===== config.mk =====
export PLATFORM = sky130hd
export DESIGN_NAME = video_st_packetizer_flat
export DESIGN_NICKNAME = d
export VERILOG_FILES = /design/src/rtl/video_st_packetizer_if.sv /design/src/rtl/video_st_packetizer.sv /design/src/flat_wrapper.sv
export SDC_FILE = /design/constraint.sdc
export NUM_CORES = 1
export LEC_CHECK = 0
export ABC_AREA = 1
export BUFFER_PORTS_ARGS = -buffer_cell sky130_fd_sc_hd__buf_2
export CAP_MARGIN = 20
export CORE_AREA = 8 8 128 130
export DETAILED_ROUTE_END_ITERATION = 7
export DIE_AREA = 0 0 136 138
export PLACE_DENSITY = 0.76
export RECOVER_POWER = 50
export SYNTH_ARGS = -nofsm -noshare
export SYNTH_HDL_FRONTEND = slang
export SYNTH_SLANG_ARGS = --single-unit

===== constraint.sdc =====
create_clock -name clk -period 2.75 [get_ports clk]
set_input_delay 0.4125 -clock clk [delete_from_list [all_inputs] [get_ports clk]]
set_output_delay 0.4125 -clock clk [all_outputs]
set_load 0.02 [all_outputs]

===== src/rtl/video_st_packetizer_if.sv =====
// Pixel-word input and Avalon-ST source bundle for video_st_packetizer.
// master: the packetizer's view; slave: the decoder/downstream environment's view.
interface video_st_packetizer_if #(
    parameter int DATA_W = 32
);
    logic [DATA_W-1:0] pix_data;
    logic              pix_sof;
    logic              pix_valid;
    logic              pix_ready;
    logic [DATA_W-1:0] avalonst_source_data;
    logic [1:0]        avalonst_source_empty;
    logic              avalonst_source_startofpacket;
    logic              avalonst_source_endofpacket;
    logic              avalonst_source_valid;
    logic              avalonst_source_ready;

    modport master (
        input  pix_data, pix_sof, pix_valid,
        output pix_ready,
        output avalonst_source_data, avalonst_source_empty,
        output avalonst_source_startofpacket, avalonst_source_endofpacket,
        output avalonst_source_valid,
        input  avalonst_source_ready
    );

    modport slave (
        output pix_data, pix_sof, pix_valid,
        input  pix_ready,
        input  avalonst_source_data, avalonst_source_empty,
        input  avalonst_source_startofpacket, avalonst_source_endofpacket,
        input  avalonst_source_valid,
        output avalonst_source_ready
    );
endinterface


===== src/rtl/video_st_packetizer.sv =====
// Frames decoder pixel words into one Avalon-ST packet per frame, padding frames cut short by an early SOF.
// Latency 1 clk into an empty skid buffer; optional header beat with VIDEO_ST_PACKETIZER_HDR_EN.
// Backpressure: 2-entry skid buffer, registered pix_ready drops when 2 entries are held or while padding.
module video_st_packetizer #(
    parameter int DATA_W     = 32,
    parameter int LINE_WORDS = 320,
    parameter int LINES      = 240,
    parameter int CNT_W      = 16
) (
    input  logic                 clk,
    input  logic                 reset_n,
    video_st_packetizer_if.master vid,
    output logic [CNT_W-1:0]     frame_cnt,
    output logic [CNT_W-1:0]     err_cnt
);
    localparam int XW = (LINE_WORDS > 1) ? $clog2(LINE_WORDS) : 1;
    localparam int YW = (LINES > 1) ? $clog2(LINES) : 1;
    localparam logic [XW-1:0]    X_LAST = XW'(LINE_WORDS - 1);
    localparam logic [YW-1:0]    Y_LAST = YW'(LINES - 1);
    localparam logic [XW-1:0]    X_ONE  = XW'(1);
    localparam logic [YW-1:0]    Y_ONE  = YW'(1);
    localparam logic [CNT_W-1:0] C_ONE  = CNT_W'(1);

    typedef struct packed {
        logic              sop;
        logic              eop;
        logic [DATA_W-1:0] data;
    } beat_t;

    typedef enum logic [2:0] {S_IDLE, S_ACTIVE, S_PAD, S_RESUME, S_HDR} state_t;

    state_t            state_q, state_d;
    logic [XW-1:0]     x_q, x_d;
    logic [YW-1:0]     y_q, y_d;
    logic [DATA_W-1:0] hold_q, hold_d;
    logic              orphan_q, orphan_d;
    beat_t             ent0_q, ent1_q, push_beat;
    logic [1:0]        count_q, count_d;
    logic              rdy_q, rdy_d;
    logic              accept, pop, space, push, start, advance;
    logic              last, line_end, frame_inc, err_inc, wr_lo;

    assign accept   = vid.pix_valid & rdy_q;
    assign pop      = (count_q != 2'd0) & vid.avalonst_source_ready;
    assign space    = (count_q != 2'd2) | pop;
    assign line_end = (x_q == X_LAST);
    assign last     = line_end & (y_q == Y_LAST);

    always_comb begin
        state_d   = state_q;
        x_d       = x_q;
        y_d       = y_q;
        hold_d    = hold_q;
        orphan_d  = orphan_q;
        push      = 1'b0;
        push_beat = '0;
        start     = 1'b0;
        advance   = 1'b0;
        frame_inc = 1'b0;
        err_inc   = 1'b0;
        case (state_q)
            S_IDLE: begin
                if (accept && vid.pix_sof) begin
                    start    = 1'b1;
                    hold_d   = vid.pix_data;
                    orphan_d = 1'b0;
                end else if (accept && !orphan_q) begin
                    err_inc  = 1'b1;
                    orphan_d = 1'b1;
                end
            end
            S_ACTIVE: begin
                if (accept && vid.pix_sof && (x_q != '0 || y_q != '0)) begin
                    hold_d  = vid.pix_data;
                    err_inc = 1'b1;
                    state_d = S_PAD;
                end else if (accept) begin
                    push           = 1'b1;
                    push_beat.eop  = last;
                    push_beat.data = vid.pix_data;
                    advance        = 1'b1;
                end
            end
            S_PAD: begin
                if (space) begin
                    push          = 1'b1;
                    push_beat.eop = last;
                    advance       = 1'b1;
                end
            end
            S_RESUME: begin
                start = space;
            end
`ifdef VIDEO_ST_PACKETIZER_HDR_EN
            S_HDR: begin
                if (space) begin
                    push           = 1'b1;
                    push_beat.data = hold_q;
                    x_d            = X_ONE;
                    y_d            = '0;
                    state_d        = S_ACTIVE;
                end
            end
`endif
            default: state_d = S_IDLE;
        endcase

        // Frame start: the SOF word is the live input in IDLE or the held word after padding.
        if (start) begin
            push          = 1'b1;
            push_beat.sop = 1'b1;
`ifdef VIDEO_ST_PACKETIZER_HDR_EN
            state_d       = S_HDR;
`else
            push_beat.data = hold_d;
            x_d            = X_ONE;
            y_d            = '0;
            state_d        = S_ACTIVE;
`endif
        end

        if (advance) begin
            if (last) begin
                x_d       = '0;
                y_d       = '0;
                frame_inc = 1'b1;
                state_d   = (state_q == S_PAD) ? S_RESUME : S_IDLE;
            end else if (line_end) begin
                x_d = '0;
                y_d = y_q + Y_ONE;
            end else begin
                x_d = x_q + X_ONE;
            end
        end
    end

    always_comb begin
        count_d = count_q;
        if (push && !pop)      count_d = count_q + 2'd1;
        else if (!push && pop) count_d = count_q - 2'd1;
        rdy_d = (count_d != 2'd2) && (state_d == S_IDLE || state_d == S_ACTIVE);
        wr_lo = (count_q == 2'd0) || (count_q == 2'd1 && pop);
    end

    always_ff @(posedge clk or negedge reset_n) begin
        if (!reset_n) begin
            state_q   <= S_IDLE;
            x_q       <= '0;
            y_q       <= '0;
            hold_q    <= '0;
            orphan_q  <= 1'b0;
            ent0_q    <= '0;
            ent1_q    <= '0;
            count_q   <= '0;
            rdy_q     <= 1'b0;
            frame_cnt <= '0;
            err_cnt   <= '0;
        end else begin
            state_q  <= state_d;
            x_q      <= x_d;
            y_q      <= y_d;
            hold_q   <= hold_d;
            orphan_q <= orphan_d;
            count_q  <= count_d;
            rdy_q    <= rdy_d;
            if (pop) ent0_q <= ent1_q;
            if (push && wr_lo) ent0_q <= push_beat;
            if (push && !wr_lo) ent1_q <= push_beat;
            if (frame_inc) frame_cnt <= frame_cnt + C_ONE;
            if (err_inc && err_cnt != '1) err_cnt <= err_cnt + C_ONE;
        end
    end

    assign vid.pix_ready                     = rdy_q;
    assign vid.avalonst_source_valid         = (count_q != 2'd0);
    assign vid.avalonst_source_data          = ent0_q.data;
    assign vid.avalonst_source_startofpacket = ent0_q.sop;
    assign vid.avalonst_source_endofpacket   = ent0_q.eop;
    assign vid.avalonst_source_empty         = 2'b00;
endmodule


===== src/flat_wrapper.sv =====
// flat-port wrapper written by rule: the top's interface ports become plain ports
module video_st_packetizer_flat 
#(
    parameter int DATA_W     = 32,
    parameter int LINE_WORDS = 320,
    parameter int LINES      = 240,
    parameter int CNT_W      = 16
)
  (clk, reset_n, frame_cnt, err_cnt, vid_pix_data, vid_pix_sof, vid_pix_valid, vid_pix_ready, vid_avalonst_source_data, vid_avalonst_source_empty, vid_avalonst_source_startofpacket, vid_avalonst_source_endofpacket, vid_avalonst_source_valid, vid_avalonst_source_ready);
  video_st_packetizer_if #(.DATA_W(DATA_W)) vid_i ();
  input  logic clk;
  input  logic reset_n;
  output logic [CNT_W-1:0] frame_cnt;
  output logic [CNT_W-1:0] err_cnt;
  input wire logic [$bits(vid_i.pix_data)-1:0] vid_pix_data;
  input wire logic [$bits(vid_i.pix_sof)-1:0] vid_pix_sof;
  input wire logic [$bits(vid_i.pix_valid)-1:0] vid_pix_valid;
  output wire logic [$bits(vid_i.pix_ready)-1:0] vid_pix_ready;
  output wire logic [$bits(vid_i.avalonst_source_data)-1:0] vid_avalonst_source_data;
  output wire logic [$bits(vid_i.avalonst_source_empty)-1:0] vid_avalonst_source_empty;
  output wire logic [$bits(vid_i.avalonst_source_startofpacket)-1:0] vid_avalonst_source_startofpacket;
  output wire logic [$bits(vid_i.avalonst_source_endofpacket)-1:0] vid_avalonst_source_endofpacket;
  output wire logic [$bits(vid_i.avalonst_source_valid)-1:0] vid_avalonst_source_valid;
  input wire logic [$bits(vid_i.avalonst_source_ready)-1:0] vid_avalonst_source_ready;
  assign vid_i.pix_data = vid_pix_data;
  assign vid_i.pix_sof = vid_pix_sof;
  assign vid_i.pix_valid = vid_pix_valid;
  assign vid_pix_ready = vid_i.pix_ready;
  assign vid_avalonst_source_data = vid_i.avalonst_source_data;
  assign vid_avalonst_source_empty = vid_i.avalonst_source_empty;
  assign vid_avalonst_source_startofpacket = vid_i.avalonst_source_startofpacket;
  assign vid_avalonst_source_endofpacket = vid_i.avalonst_source_endofpacket;
  assign vid_avalonst_source_valid = vid_i.avalonst_source_valid;
  assign vid_i.avalonst_source_ready = vid_avalonst_source_ready;
  video_st_packetizer #(.DATA_W(DATA_W), .LINE_WORDS(LINE_WORDS), .LINES(LINES), .CNT_W(CNT_W)) u_core (.clk(clk), .reset_n(reset_n), .vid(vid_i), .frame_cnt(frame_cnt), .err_cnt(err_cnt));
endmodule

==> Word level (Yosys, flattened, before mapping) <==
Index checks and enable logic that the tools add are counted.
{ "totals": {"input_bits": 37, "elab_cells": 106, "reg_bits": 156, "out_inout_bits": 70} }
{ "op_classes": {"muxes": 43, "bitwise": 4, "n_addsub": 6, "reduce_logical": 28, "n_eq_ne": 10} }
{ "ops": {"columns": ["op", "n"], "rows": [
  ["2-to-1 mux 32 bit", 4],
  ["2-to-1 mux 34 bit", 2],
  ["2-to-1 mux 33 bit", 2],
  ["case mux 32 bit (2 select lines)", 1],
  ["2-to-1 mux 9 bit", 4],
  ["adder 16 x 1 -> 16 bit, second input constant", 2],
  ["2-to-1 mux 8 bit", 4],
  ["inequality test 16 bit, second input constant", 1],
  ["2-to-1 mux 1 bit", 14],
  ["2-to-1 mux 3 bit", 4],
  ["logical AND 1 bit", 10],
  ["adder 9 x 1 -> 9 bit, second input constant", 1],
  ["== test 9 bit, second input constant", 1],
  ["nonzero test 9 bit", 1],
  ["adder 8 x 1 -> 8 bit, second input constant", 1],
  ["== test 8 bit, second input constant", 1],
  ["case mux 1 bit (2 select lines)", 4],
  ["nonzero test 2 bit", 4],
  ["nonzero test 8 bit", 1],
  ["== test 3 x 1 -> 1 bit, second input constant", 2],
  ["== test 3 x 2 -> 1 bit, second input constant", 2],
  ["logical NOT 3 bit", 2],
  ["2-to-1 mux 2 bit", 3],
  ["case mux 3 bit (2 select lines)", 1],
  ["other kinds (11)", 19]
]} }

==> Depth between registers and ports, before layout <==
{ "depth": {"ltp_word": 12, "ltp_mapped": 17, "mapped_depth_nobuf": 16} }

==> Worst setup path before layout <==
OpenSTA, ideal clock, no wires.
{ "synth_path": {"path_type": "reg2reg", "startpoint": "reg u_core.count_q[0]", "endpoint": "reg u_core.ent0_q (netlist bit u_core.vid.avalonst_source_data[10])", "path_stages_with_launch": 17, "setup_time_ps": 116, "required_time_ps": 2634, "period_less_slack_ps": 1990, "path_buffers": 1, "arrival_ps": 1873, "path_slack_ps": 760, "cell_sequence": "dfrtp_1 inv_1 ha_1 inv_1 nand2_1 nand2_1 nand2_1 inv_1 nor2_2 nand3_4 nand2_4 nand2_1 inv_2 buf_2 nor2_1 nand2_1 nand2_1"} }
{ "synth_between": {"elab_chain_len": 8, "elab_cells_between_ends": 16, "classes_between": "2 x eq/ne; 6 x mux; 2 x bitwise; 6 x reduce/logical"} }
{ "synth_lines": {"columns": ["item", "line_no", "source"], "rows": [
  ["from (decl)", "video_st_packetizer.sv:38", "logic [1:0] count_q, count_d;"],
  ["from (signal assigned)", "video_st_packetizer.sv:164", "count_q <= count_d;"],
  ["nonzero test 2 bit *", null, null],
  ["net vid_avalonst_source_valid", "flat_wrapper.sv:23", "output wire logic [$bits(vid_i.avalonst_source_valid)-1:0] vid_avalonst_source_valid;"],
  ["AND 1 bit *", "video_st_packetizer.sv:44", "assign pop = (count_q != 2'd0) & vid.avalonst_source_ready;"],
  ["bitwise OR 1 bit", "video_st_packetizer.sv:45", "assign space = (count_q != 2'd2) | pop;"],
  ["2-to-1 mux 1 bit", "video_st_packetizer.sv:85", "if (space) begin"],
  ["case mux 1 bit (2 select lines)", "video_st_packetizer.sv:61", "case (state_q)"],
  ["2-to-1 mux 1 bit", "video_st_packetizer.sv:109", "if (start) begin"],
  ["logical AND 1 bit", "video_st_packetizer.sv:167", "if (push && wr_lo) ent0_q <= push_beat;"],
  ["2-to-1 mux 34 bit or nonzero test 2 bit (tied branches)", null, null],
  ["to (signal assigned)", "video_st_packetizer.sv:166", "if (pop) ent0_q <= ent1_q;"],
  ["to (signal assigned)", "video_st_packetizer.sv:167", null],
  ["to (decl)", "video_st_packetizer.sv:37", "beat_t ent0_q, ent1_q, push_beat;"]
]} }
Mark *: on every way through the listed nets, which the timed path passes. The rest lies on a longest branch.
A chain may end at the register's enable or synchronous reset.

==> Worst setup path in the final report <==
{ "layout_path": {"startpoint": "reg u_core.count_q[0]", "endpoint": "reg u_core.ent0_q (netlist bit u_core.vid.avalonst_source_data[29])"} }
{ "layout_between": {"elab_chain_len": 8, "elab_cells_between_ends": 16, "classes_between": "2 x eq/ne; 6 x mux; 2 x bitwise; 6 x reduce/logical"} }
{ "layout_lines": {"columns": ["item", "line_no"], "rows": [
  ["nonzero test 2 bit", "video_st_packetizer.sv:44"],
  ["AND 1 bit", "video_st_packetizer.sv:44"],
  ["bitwise OR 1 bit", "video_st_packetizer.sv:45"],
  ["2-to-1 mux 1 bit", "video_st_packetizer.sv:85"],
  ["case mux 1 bit (2 select lines)", "video_st_packetizer.sv:61"],
  ["2-to-1 mux 1 bit", "video_st_packetizer.sv:109"],
  ["logical AND 1 bit", "video_st_packetizer.sv:167"],
  ["2-to-1 mux 34 bit or nonzero test 2 bit (tied branches)", null]
]} }
Parallel ways exist; a longest one is shown, timed or not.

==> flow_summary.json <==
{
  "startpoint_type": "flip-flop",
  "rrSetupSlack_ps": 310,
  "area_growth_syn_to_layout_pct": 15.9,
  "io_buffers": 104,
  "core_area_sq_um": 14300,
  "antenna_found_initial": 1,
  "cp_top_family": "simple AND/OR/NAND/NOR gates",
  "drt_iter0_markers": 517,
  "r2r_end": "u_core.vid.avalonst_source_data[29]",
  "busiest_layer": "met2",
  "yosysUniqueCellTypes": 34,
  "tns_ps": 0,
  "status": "finished, violations left",
  "cts_tree": "yes",
  "cp_slowest_cell": "dfrtp_1",
  "period_share_pct": 88.7,
  "dieWidth_um": 136,
  "min_path_cells": 3,
  "die_h_um": 138,
  "finalSetupViolCount": 0,
  "yosysSeqAreaShare_pct": 50.5,
  "syn_avg_cell_area_sq_um": 8.16,
  "synth.top_cells.by_count": "225 x nand2_1, 158 x nor2_1, 156 x dfrtp_1",
  "layout-drive-gt1-share_pct": 13.2,
  "synthCells": 948,
  "clk_latency_ps": 430,
  "cp_cell_sequence": "inv_1 > ha_1 > inv_1 > nand2_1 > nand2_1 > nand2_1 > inv_1 > nor2_2 > nand3_4 > nand2_4 > nand2_1 > inv_2 > buf_6 > nor2_1 > nand2_1 > nand2_1",
  "min_delay_worst_endpoint": "u_core.hold_q[9]",
  "fillers": 1276,
  "drc": 0,
  "overflow": 0,
  "fin_ws_ps": 311,
  "yosys_warnings": 0,
  "grt_use_total_pct": 20.7,
  "postSynth.topFlopCell": "dfrtp_1",
  "setup.worst_path.class": "flip-flop to flip-flop",
  "drv_slew": 63,
  "grt_max_degree": 65,
  "grt_pass1_vias": 6514,
  "violations": "capacitance limit, slew limit",
  "leakagePower_uw": 0.00427,
  "path_buf_inv": 5,
  "worstMarginPinSlew_ps": 1600,
  "gp_congestion": 0.840,
  "synthTopCellsByArea": "dfrtp_1 50%, nand2_1 11%, nor2_1 7.7%",
  "synth_edf_count": 0,
  "met2_usage_pct": 32.8,
  "grt_pass1_wl_um": 31700,
  "clk_pin_slew_worst_paths_ps": 60,
  "postCtsSetupBuffers": 0,
  "globalRouteMet1Util_pct": 26.5,
  "maxCapViolations": 1,
  "required_ps": 3060,
  "async_flop_share_pct": 100,
  "end_kind": "flip-flop",
  "vias": 6790,
  "cts_root_buf": "clkbuf_16",
  "drt-total-wl_um": 19000,
  "cts.sinks": 156,
  "rows": 44,
  "synth_area_sq_um": 7730,
  "clock_path_buffers": 2,
  "diodes": 0,
  "yosysTopAreaCell": "dfrtp_1",
  "fin_crit_ps": 2440,
  "rsz0062_at_grt": "no",
  "rr_startpoint": "u_core.count_q[0]",
  "cpPeakStageDelay_ps": 390,
  "powerDensity_nw_per_um2": 959,
  "ys_ff_latch": 156,
  "hp-start": "vid_pix_data[9]",
  "crit_path_max_fanout": 43,
  "dieArea_sq_um": 18800,
  "whs_ps": 269,
  "initial_utilization_pct": 54.0,
  "synth_top_area_share_pct": 50.5,
  "wl_per_cell_um": 15.3,
  "cts_buffers": 17,
  "fin_nets": 1095,
  "num_io_pins": 107,
  "max_clock_freq_mhz": 410,
  "place_ws_ps": 264,
  "ff2ff_path_depth": 16,
  "clock_skew_ps": 6.45,
  "yosysMostFrequentCell": "nand2_1",
  "place_hpwl_um": 12600,
  "hold_viol": 0,
  "cts_htree_levels": 4,
  "grtUsageMet3_pct": 5.47,
  "slew_headroom_pct": -6.42,
  "vias_per_cell": 5.45,
  "critPathArrivalTime_ps": 2750,
  "dr.pass1.iters": 5,
  "hp-class": "input pin to flip-flop",
  "cpMostUsedCell": "nand2_1",
  "drtAntennaViolNets": 0,
  "vdd_drop_max_mv": 0.572
}
==> per-layer routing <==
metal  vias up  share of wire (%)
met2       223                 48
met3        33                7.0
li1       3295                  -
met4         2                1.9
met5         -              0.063
met1      3237                 43
==> how the worst max path moves through the flow <==
stage                                                      to  slack, ps  cells past startpoint         startpoint
after floorplan           u_core.vid.avalonst_source_data[10]        760                     16  u_core.count_q[0]
after global placement    u_core.vid.avalonst_source_data[12]        350                     16      u_core.x_q[0]
after detailed placement  u_core.vid.avalonst_source_data[10]        260                     16  u_core.count_q[0]
after CTS                 u_core.vid.avalonst_source_data[29]        200                     14      u_core.y_q[0]
after global routing       u_core.vid.avalonst_source_data[5]         50                      3            reset_n
final                     u_core.vid.avalonst_source_data[29]        310                     16  u_core.count_q[0]
==> state kept, by name, summed over array words and instances (netlist names) <==
name,count
u_core.hold_q,32
u_core.err_cnt,16
u_core.frame_cnt,16
u_core.ent1_q,34
u_core.vid.avalonst_source_endofpacket,1
u_core.vid.avalonst_source_startofpacket,1
u_core.state_q,3
u_core.vid.pix_ready,1
u_core.count_q,2
u_core.y_q,8
u_core.orphan_q,1
u_core.x_q,9
u_core.vid.avalonst_source_data,32
==> power breakdown <==
part	leakage (uW)	switching [uW]	total, uW	internal (uW)
clock network	0.000301	892	2410	1520
registers	0.00193	423	3540	3120
logic	0.00204	1710	2630	921
==> stage by stage <==
stage | power [uW] | area, sq um | instances | util [%]
finish | 8590 | 8960 | 1246 | 62.6
global route | 9150 | 8960 | 1246 | 62.6
CTS | 8700 | 9020 | 1246 | 63.0
detailed placement | 6250 | 8410 | 1213 | 58.7
global placement | 6160 | 8410 | 1213 | 58.7
floorplan | 5440 | 7740 | 950 | -
==> logic make-up after synthesis <==
kind of cell    after synthesis  synth area share, %
other cells                   1               0.0485
buf+inv                      99                 5.97
simple gates                532                 29.8
flops                       156                 50.5
xor+xnor                     37                 4.19
compound gates              114                 8.09
fa+ha+maj                     9                 1.46
==> layout make-up <==
| type | count | area, sq um | area share, % |
|---|---|---|---|
| timing repair buffer | 125 | 637 | 7.11 |
| clock inverter | 7 | 110 | 1.23 |
| sequential | 156 | 3900 | 43.6 |
| clock buffer | 25 | 495 | 5.53 |
| inverter | 54 | 210 | 2.35 |
| multi-input combinational | 695 | 3370 | 37.6 |
| tap | 184 | 230 | 2.57 |
==> worst register-to-register path: cells and delay by family (launching register included) <==
kind / cells / cell delay, ps
buf+inv: 5 / 570
fa+ha+maj: 1 / 180
simple gates: 10 / 1200
flops: 1 / 390
==> placed cells by master, fill, tap and decap left out, drive strengths merged, types with 3 or more instances in the layout <==
master,synthesis,routed
xnor2,17,17
inv,54,54
nor3,10,10
conb,1,3
a31oi,32,32
bufinv,0,3
xor2,20,20
a21oi,39,39
nand3b,10,10
clkbuf,11,62
nand3,98,98
ha,9,9
o22ai,8,8
nand2,232,232
buf,34,87
nor2,163,163
nor4,4,4
clkinv,0,4
dfrtp,156,156
nand4,7,7
and2,8,8
o21ai,33,33
==> what timing repair did <==
action / 4_1_cts / 5_1_grt
hold endpoints to repair: 30 / 0
hold buffers: 1 / 0
setup endpoints to repair: 0 / 16
gates resized for setup: 0 / 3
(Power assumes the default switching activity.)
